**src/rtl/pipe_hazard_ctrl.sv**
```systemverilog
// Pipeline control for the LC-3b in-order pipe: per-stage load enables, valid bits,
// NOP injection, load-use interlock, WB-redirect flush, cache stall arbitration, perf counters.
module pipe_hazard_ctrl #(
  parameter int STAGES    = 5,
  parameter int MEM_STAGE = STAGES - 2,
  parameter int REGW      = 3,
  parameter int CNTW      = 16
) (
  input  logic              clk,
  input  logic              reset,
  input  logic              i_mem_resp,
  input  logic              d_mem_req,
  input  logic              d_mem_resp,
  input  logic [REGW-1:0]   id_src_a,
  input  logic [REGW-1:0]   id_src_b,
  input  logic              id_src_a_used,
  input  logic              id_src_b_used,
  input  logic [REGW-1:0]   ex_dest,
  input  logic              ex_load,
  input  logic              redirect,
  output logic [STAGES-1:0] stage_load,
  output logic [STAGES-1:0] bubble,
  output logic [STAGES-1:0] stage_valid,
  output logic              i_mem_read,
  output logic              retire,
  output logic [CNTW-1:0]   stall_cnt,
  output logic [CNTW-1:0]   flush_cnt,
  output logic [CNTW-1:0]   retire_cnt
);

  localparam int WB = STAGES - 1;

  typedef enum logic [2:0] {
    C_HOLD_D,
    C_HOLD_R,
    C_FLUSH,
    C_INTLK,
    C_IMISS,
    C_RUN
  } case_t;

  function automatic logic [CNTW-1:0] sat_inc(input logic [CNTW-1:0] c);
    return (&c) ? c : c + 1'b1;
  endfunction

  logic [STAGES-1:1] vld_p0;
  logic [STAGES-1:1] vld_nxt;
  logic [STAGES-1:0] vld_all;
  logic              dstall;
  logic              wbr;
  logic              lu;
  logic              src_a_hit;
  logic              src_b_hit;
  logic              stall_evt;
  logic              retire_ok;
  case_t             sel;

  // IF always holds a live fetch, so bit 0 is tied high and feeds the shift uniformly
  assign vld_all     = {vld_p0, 1'b1};
  assign stage_valid = vld_all;

  assign src_a_hit = id_src_a_used && (id_src_a == ex_dest);
  assign src_b_hit = id_src_b_used && (id_src_b == ex_dest);
  assign dstall    = vld_all[MEM_STAGE] && d_mem_req && !d_mem_resp;
  assign wbr       = vld_all[WB] && redirect;
  assign lu        = vld_all[1] && vld_all[2] && ex_load && (src_a_hit || src_b_hit);

  assign i_mem_read = !dstall;

  // Priority: a D-stall masks everything; a redirect waits for the fetch in flight
  always_comb begin
    if (dstall)               sel = C_HOLD_D;
    else if (wbr && !i_mem_resp) sel = C_HOLD_R;
    else if (wbr)             sel = C_FLUSH;
    else if (lu)              sel = C_INTLK;
    else if (!i_mem_resp)     sel = C_IMISS;
    else                      sel = C_RUN;
  end

  assign stall_evt = (sel == C_HOLD_D) || (sel == C_HOLD_R) ||
                     (sel == C_INTLK)  || (sel == C_IMISS);
  assign retire_ok = (sel != C_HOLD_D) && (sel != C_HOLD_R);
  assign retire    = !reset && retire_ok && vld_p0[WB];

  always_comb begin
    stage_load = '1;
    bubble     = '0;
    vld_nxt    = vld_p0;
    unique case (sel)
      C_HOLD_D, C_HOLD_R: stage_load = '0;
      C_FLUSH: begin
        bubble    = '1;
        bubble[0] = 1'b0;
        vld_nxt   = '0;
      end
      C_INTLK: begin
        stage_load[1:0] = 2'b00;
        bubble[2]       = 1'b1;
        vld_nxt[2]      = 1'b0;
        for (int k = 3; k < STAGES; k++) vld_nxt[k] = vld_all[k-1];
      end
      C_IMISS: begin
        stage_load[0] = 1'b0;
        bubble[1]     = 1'b1;
        vld_nxt[1]    = 1'b0;
        for (int k = 2; k < STAGES; k++) vld_nxt[k] = vld_all[k-1];
      end
      default: begin
        for (int k = 1; k < STAGES; k++) vld_nxt[k] = vld_all[k-1];
      end
    endcase
    // While reset is held every register loads a NOP so the datapath starts clean
    if (reset) begin
      stage_load = '1;
      bubble     = '1;
      bubble[0]  = 1'b0;
    end
  end

  // Stage-state and counter update
  always_ff @(posedge clk or posedge reset) begin
    if (reset) begin
      vld_p0     <= '0;
      stall_cnt  <= '0;
      flush_cnt  <= '0;
      retire_cnt <= '0;
    end else begin
      vld_p0 <= vld_nxt;
      if (stall_evt)     stall_cnt  <= sat_inc(stall_cnt);
      if (sel == C_FLUSH) flush_cnt <= sat_inc(flush_cnt);
      if (retire)        retire_cnt <= sat_inc(retire_cnt);
    end
  end

endmodule
```
**config.mk**
```make
export PLATFORM = sky130hd
export DESIGN_NAME = pipe_hazard_ctrl
export DESIGN_NICKNAME = d
export VERILOG_FILES = /design/src/rtl/pipe_hazard_ctrl.sv
export SDC_FILE = /design/constraint.sdc
export NUM_CORES = 1
export LEC_CHECK = 0
export ABC_CLOCK_PERIOD_IN_PS = 6600
export BUFFER_PORTS_ARGS = -buffer_cell sky130_fd_sc_hd__buf_2
export CAP_MARGIN = 5
export CELL_PAD_IN_SITES_DETAIL_PLACEMENT = 0
export CELL_PAD_IN_SITES_GLOBAL_PLACEMENT = 1
export CORE_ASPECT_RATIO = 1.25
export CORE_MARGIN = 2
export CORE_UTILIZATION = 41
export DETAILED_ROUTE_END_ITERATION = 8
export PLACE_DENSITY = 0.86
export SYNTH_ARGS = -nofsm -noshare
export SYNTH_HDL_FRONTEND = slang
export SYNTH_SLANG_ARGS = --single-unit
```
**constraint.sdc**
```tcl
create_clock -name clk -period 6.6 [get_ports clk]
set_clock_uncertainty 0.1 [all_clocks]
set_input_delay 1.32 -clock clk [delete_from_list [all_inputs] [get_ports clk]]
set_output_delay 1.32 -clock clk [all_outputs]
set_load 0.005 [all_outputs]
```
=== Yosys cells after proc, flatten, opt, wreduce, memory -nomap -nowiden ===
Cells that the tools add are included.
W data, S select, Z words.

* Register bits after elaboration: 52
* Bits of input ports: 18
* Output and inout bits: 65
* Word-level logic and storage cells: 66

* Add/subtract/negate cells: 3
* Equal/unequal tests: 7
* Mux-type cells: 15
* Bitwise operators: 3
* Reduce and logical (&&, ||, !) cells: 33

{| class="wikitable"
|+ Operators by type and width
! cell !! count
|-
| $add A16 B1 Y16 const B || 3
|-
| $reduce_and A16 Y1 || 3
|-
| $mux W3 || 5
|-
| $logic_and A1 B1 Y1 || 12
|-
| $mux W5 || 2
|-
| $pmux W3 S3 || 1
|-
| $eq A3 B2 Y1 const B || 2
|-
| $eq A3 B3 Y1 || 2
|-
| $reduce_and A2 Y1 || 3
|-
| $reduce_or A2 Y1 || 3
|-
| $mux W1 || 5
|-
| $logic_not A1 Y1 || 4
|-
| $logic_or A1 B1 Y1 || 4
|-
| $reduce_or A4 Y1 || 1
|-
| $eq A3 B1 Y1 const B || 1
|-
| $eq A3 B3 Y1 const B || 1
|-
| $logic_not A3 Y1 || 1
|-
| $ne A3 B1 Y1 const B || 1
|-
| $not A1 Y1 || 3
|-
| $reduce_bool A3 Y1 || 1
|-
| $reduce_or A3 Y1 || 1
|-
| $mux W2 || 1
|-
| $pmux W1 S2 || 1
|}

=== Longest topological paths before layout ===
* Depth after elaboration: 13
* Gate-level depth with buffers: 8
* Gate-level depth less buffers: 7

=== Worst setup path before layout ===
Ideal clock, no wire load.

* Path type: input -> output
* Start point: in reset
* End point: out stage_load[3]
* Arrival time: 2.943 ns
* Data required time: 5.180 ns
* Slack: 2.237 ns
* Stages on the path: 3
* Buffers on the path: 1
* Cells stage by stage: inv_1 > nand2_1 > buf_4

* Longest elaborated chain between the ends: 1

{| class="wikitable"
|+ Ends and longest elaborated chain
! element !! RTL line !! RTL
|-
| from (decl) || 10 || <nowiki>input logic reset,</nowiki>
|-
| $mux W5 || 113 || <nowiki>if (reset) begin</nowiki>
|-
| to (decl) || 21 || <nowiki>output logic [STAGES-1:0] stage_load,</nowiki>
|}

No other way between the ends.

=== Worst setup path after layout ===
* Start point: in d_mem_resp
* End point: out bubble[1]

* Longest elaborated chain between the ends: 7
* Elaborated cells on any way between the ends: 8
* Classes of those cells: eq/ne (2); mux (3); reduce/logical (3)

{| class="wikitable"
|+ Ends and longest elaborated chain
! element !! RTL line !! RTL
|-
| from (decl) || 13 || <nowiki>input logic d_mem_resp,</nowiki>
|-
| $logic_not A1 Y1 * || 64 || <nowiki>assign dstall = vld_all[MEM_STAGE] && d_mem_req && !d_mem_resp;</nowiki>
|-
| $logic_and A1 B1 Y1 * || 64 ||
|-
| $mux W3 * || 72 || <nowiki>if (dstall) sel = C_HOLD_D;</nowiki>
|-
| $eq A3 B3 Y1 / $eq A3 B2 Y1 (equally long branches) || 89 || <nowiki>unique case (sel)</nowiki>
|-
| $reduce_or A2 Y1 (no source line) * || -- ||
|-
| $mux W1 * || 89 ||
|-
| $mux W5 * || 113 ||
|-
| to (decl) || 22 || <nowiki>output logic [STAGES-1:0] bubble,</nowiki>
|}

Mark *: on every way between the ends. The rest lies on a longest branch, timed or not.

==> impl_metrics.xml <==
<?xml version="1.0" encoding="UTF-8"?>
<metrics>
  <group name="route">
    <metric name="top_layer_used" unit="">met4</metric>
    <metric name="drc" unit="">0</metric>
    <metric name="met3WireLength" unit="um">257</metric>
    <metric name="met1Wirelength" unit="um">2420</metric>
    <metric name="totalWireLength" unit="um">5430</metric>
    <metric name="vias_per_inst" unit="">5.00</metric>
    <metric name="drtAntennaViolNets" unit="">0</metric>
    <metric name="detailedRoute.firstIterationViolations" unit="">57</metric>
    <metric name="via_count" unit="">2067</metric>
    <metric name="met2_wirelength" unit="um">2660</metric>
    <metric name="wire_per_inst" unit="um">13.1</metric>
    <metric name="drtPass1Iterations" unit="">4</metric>
  </group>
  <group name="setup_path">
    <metric name="category_of_the_critical_setup_timing_path" unit="">in2out</metric>
    <metric name="worst-path-max-fanout" unit="">5</metric>
    <metric name="end_kind" unit="">primary output</metric>
    <metric name="critPathArrivalTime" unit="ps">2480</metric>
    <metric name="cp_slowest_cell" unit="">sky130_fd_sc_hd__and3b_4</metric>
    <metric name="start_kind" unit="">primary input</metric>
    <metric name="cp_data_required_time" unit="ps">5180</metric>
    <metric name="worst-path-buf-inv" unit="">2</metric>
    <metric name="slowest_delay" unit="ps">330</metric>
    <metric name="timing.critical_path.mode_cell" unit="">sky130_fd_sc_hd__buf_2</metric>
    <metric name="family_of_cells_with_the_greatest_summed_delay_on_the_critical_path" unit="">simple AND/OR/NAND/NOR gates</metric>
    <metric name="timing.critical_path.cells" unit="">buf_2 -&gt; and3b_4 -&gt; nor3_2 -&gt; or2_2 -&gt; a31o_2 -&gt; buf_2</metric>
  </group>
  <group name="timing">
    <metric name="timing.final.crit_period" unit="ps">3900</metric>
    <metric name="worst_slew_margin_rel" unit="">0.534</metric>
    <metric name="setup-tns-final" unit="ps">0</metric>
    <metric name="number_of_slew_limit_violations_in_the_final_report" unit="">0</metric>
    <metric name="post-route-period-util" unit="">0.591</metric>
    <metric name="timing_hold_violations_final" unit="">0</metric>
    <metric name="setup_repair_after_global_routing_missed_its_margin" unit="">false</metric>
    <metric name="worst-slew-pin-transition" unit="ps">699</metric>
    <metric name="setup_violations" unit="">0</metric>
    <metric name="max_freq" unit="MHz">256</metric>
  </group>
  <group name="place">
    <metric name="gp_congestion" unit="">0.841</metric>
    <metric name="port-buffer-count" unit="">80</metric>
    <metric name="post-dp-hpwl" unit="um">4040</metric>
    <metric name="dpl_cell_area" unit="um2">3070</metric>
    <metric name="placed_cells_incl_taps" unit="">406</metric>
  </group>
  <group name="clocking">
    <metric name="cts_tree" unit="">yes</metric>
    <metric name="postCtsSetupRepairBufs" unit="">0</metric>
    <metric name="clk_root_buffer_cell" unit="">sky130_fd_sc_hd__clkbuf_8</metric>
    <metric name="cts.clk_slew.worst_paths" unit="ps">90</metric>
    <metric name="cts_h_tree_depth" unit="">2</metric>
    <metric name="tritoncts.num_buffers" unit="">5</metric>
    <metric name="cts_resized" unit="">0</metric>
    <metric name="worstSkewPairLatency" unit="ps">300</metric>
    <metric name="cts_hold_buf" unit="">0</metric>
    <metric name="cts_sinks" unit="">52</metric>
    <metric name="cts-root-to-sink-buffers" unit="">2</metric>
  </group>
  <group name="final_layout">
    <metric name="syn_to_layout_area_delta" unit="%">21.7</metric>
    <metric name="final_cell_count_no_fill" unit="">413</metric>
    <metric name="layout.cell_area.non_filler" unit="um2">3170</metric>
    <metric name="multi_input_area" unit="um2">1230</metric>
    <metric name="nFillCells" unit="">606</metric>
    <metric name="final_layout_size_suffix_gt1_frac" unit="">0.323</metric>
    <metric name="final_nets" unit="">349</metric>
    <metric name="finalCoreUtilization" unit="">0.514</metric>
    <metric name="seqCellArea" unit="um2">1300</metric>
    <metric name="ant_diodes" unit="">0</metric>
  </group>
  <group name="synth">
    <metric name="synth_async_sr_flop_share" unit="">1.00</metric>
    <metric name="synthesis.yosys.warnings" unit="">0</metric>
    <metric name="synth_top_cell_by_area" unit="">sky130_fd_sc_hd__dfrtp_1</metric>
    <metric name="syn-num-nets" unit="">267</metric>
    <metric name="synth.top_cells.by_area" unit="">sky130_fd_sc_hd__dfrtp_1 50%, sky130_fd_sc_hd__xnor2_1 14%, sky130_fd_sc_hd__nand2_1 4.3%</metric>
    <metric name="number_of_instances_in_the_synthesized_netlist" unit="">246</metric>
    <metric name="sequential_to_total_area_share_from_yosys_stat" unit="">0.500</metric>
    <metric name="synthDistinctLibCells" unit="">39</metric>
    <metric name="synth.ff_latch_count" unit="">52</metric>
    <metric name="synth_enable_flop_cells" unit="">0</metric>
    <metric name="synthesis.area" unit="um2">2600</metric>
    <metric name="syn-mean-instance-area" unit="um2">10.6</metric>
    <metric name="synthTopCellsByCount" unit="">52 x sky130_fd_sc_hd__dfrtp_1, 41 x sky130_fd_sc_hd__xnor2_1, 30 x sky130_fd_sc_hd__nand2_1, 18 x sky130_fd_sc_hd__nand4_1, 16 x sky130_fd_sc_hd__nor2_1</metric>
    <metric name="netlist.area_leader.share" unit="">0.500</metric>
    <metric name="yosys_most_used_dff" unit="">sky130_fd_sc_hd__dfrtp_1</metric>
    <metric name="synthMostInstantiatedCell" unit="">sky130_fd_sc_hd__dfrtp_1</metric>
  </group>
  <group name="grt">
    <metric name="grt_pass1_vias" unit="">1904</metric>
    <metric name="largest_net_degree_at_the_start_of_global_routing" unit="">57</metric>
    <metric name="overflow" unit="">0</metric>
    <metric name="groute.usage.overall" unit="">0.160</metric>
    <metric name="antenna_found_initial" unit="">0</metric>
    <metric name="grt_first_pass_wirelength" unit="um">8760</metric>
  </group>
  <group name="job">
    <metric name="cap_viol_max_count" unit="">0</metric>
  </group>
  <group name="power_and_ir_drop">
    <metric name="worst_ir_drop_vdd" unit="uV">147</metric>
    <metric name="power.leakage" unit="nW">1.51</metric>
    <metric name="power_dens_cells" unit="nW/um2">273</metric>
  </group>
  <group name="floorplanning">
    <metric name="starting_utilization_of_the_core_area" unit="">0.422</metric>
    <metric name="row_count" unit="">32</metric>
    <metric name="placeableCoreArea" unit="um2">6170</metric>
    <metric name="top_ports" unit="">83</metric>
    <metric name="design.die.area" unit="um2">7010</metric>
    <metric name="die_height" unit="um">93.1</metric>
    <metric name="die_w" unit="um">75.3</metric>
  </group>
  <group name="worst_hold_path">
    <metric name="min-delay-path-class" unit="">reg2reg</metric>
  </group>
  <group name="run_status">
    <metric name="run_status" unit="">complete, no violations</metric>
  </group>
</metrics>
==> layout make-up <==
type / instances / area share
Multi-Input combinational cell: 181 / 0.388
Clock buffer: 7 / 0.0304
Tap cell: 85 / 0.0335
Timing Repair Buffer: 81 / 0.129
Inverter: 7 / 0.00908
Sequential cell: 52 / 0.410
==> cells by family (layout without fill, tap and decap cells) <==
family | Yosys count | count (layout) | share of synthesized area
buffers and inverters | 13 | 95 | 0.0283
muxes | 4 | 4 | 0.0168
xor gates and xnor gates | 48 | 48 | 0.161
adders and majority gates | 3 | 3 | 0.0144
AOI/OAI and AO/OA | 22 | 22 | 0.0668
and+or+nand+nor | 102 | 102 | 0.210
DFF | 52 | 52 | 0.500
other | 2 | 2 | 0.00288
==> worst paths after layout <==
check	from	end	slack, ps	cells past startpoint
setup reg to reg	stall_cnt[0]$_DFFE_PP0P_	stall_cnt[1]$_DFFE_PP0P_	4220	6
min in group asynchronous	reset	retire_cnt[5]$_DFFE_PP0P_	1110	3
hold reg to reg	flush_cnt[12]$_DFFE_PP0P_	flush_cnt[12]$_DFFE_PP0P_	400	1
max in group asynchronous	reset	flush_cnt[10]$_DFFE_PP0P_	4810	3
setup / recovery	d_mem_resp	bubble[1]	2700	6
hold / removal	flush_cnt[12]$_DFFE_PP0P_	flush_cnt[12]$_DFFE_PP0P_	400	1
==> metal layers <==
layer | up-vias | track usage
met5 | - | 0
met4 | 0 | 0.0570
met3 | 6 | 0.0334
met2 | 55 | 0.264
met1 | 994 | 0.204
li1 | 1012 | -
==> cells in the final DEF, fill, tap and decap left out, types with 2 or more instances in the layout <==
cell type                  instances
sky130_fd_sc_hd__a311oi_1          2
sky130_fd_sc_hd__and4_1            5
sky130_fd_sc_hd__conb_1            2
sky130_fd_sc_hd__inv_1             5
sky130_fd_sc_hd__a22o_1            2
sky130_fd_sc_hd__nor2_1           16
sky130_fd_sc_hd__buf_2            80
sky130_fd_sc_hd__and3_1            3
sky130_fd_sc_hd__nand2_1          30
sky130_fd_sc_hd__o21ai_0           7
sky130_fd_sc_hd__nand4_1          18
sky130_fd_sc_hd__and4_4            2
sky130_fd_sc_hd__nand3_1          14
sky130_fd_sc_hd__nor3_2            2
sky130_fd_sc_hd__ha_1              3
sky130_fd_sc_hd__mux2_2            3
sky130_fd_sc_hd__dfrtp_1          52
sky130_fd_sc_hd__clkbuf_8          7
sky130_fd_sc_hd__xnor2_1          41
sky130_fd_sc_hd__xor2_1            7
sky130_fd_sc_hd__and2_1            2
sky130_fd_sc_hd__a21oi_1           3
sky130_fd_sc_hd__nor3_1            3
==> sequential cells by signal, indices dropped and copies added, names as in the netlist <==
name and flops:
vld_p0 4, stall_cnt 16, flush_cnt 16, retire_cnt 16
==> per-stage QoR <==
stage               power [W]  setup WS (ps)  hold slack (ps)
floorplan            0.000580           2240              388
global placement     0.000676           2700              378
detailed placement   0.000684           2700              390
CTS                  0.000881           2690              403
global route         0.000927           2580              422
finish               0.000867           2700              396
==> power by group <==
part / switching [W] / total [W] / internal [W]
sequential: 0.0000725 / 0.000448 / 0.000375
combinational: 0.000109 / 0.000226 / 0.000117
clock: 0.0000997 / 0.000193 / 0.0000936
Note: power is estimated with default switching activity, not from simulation.
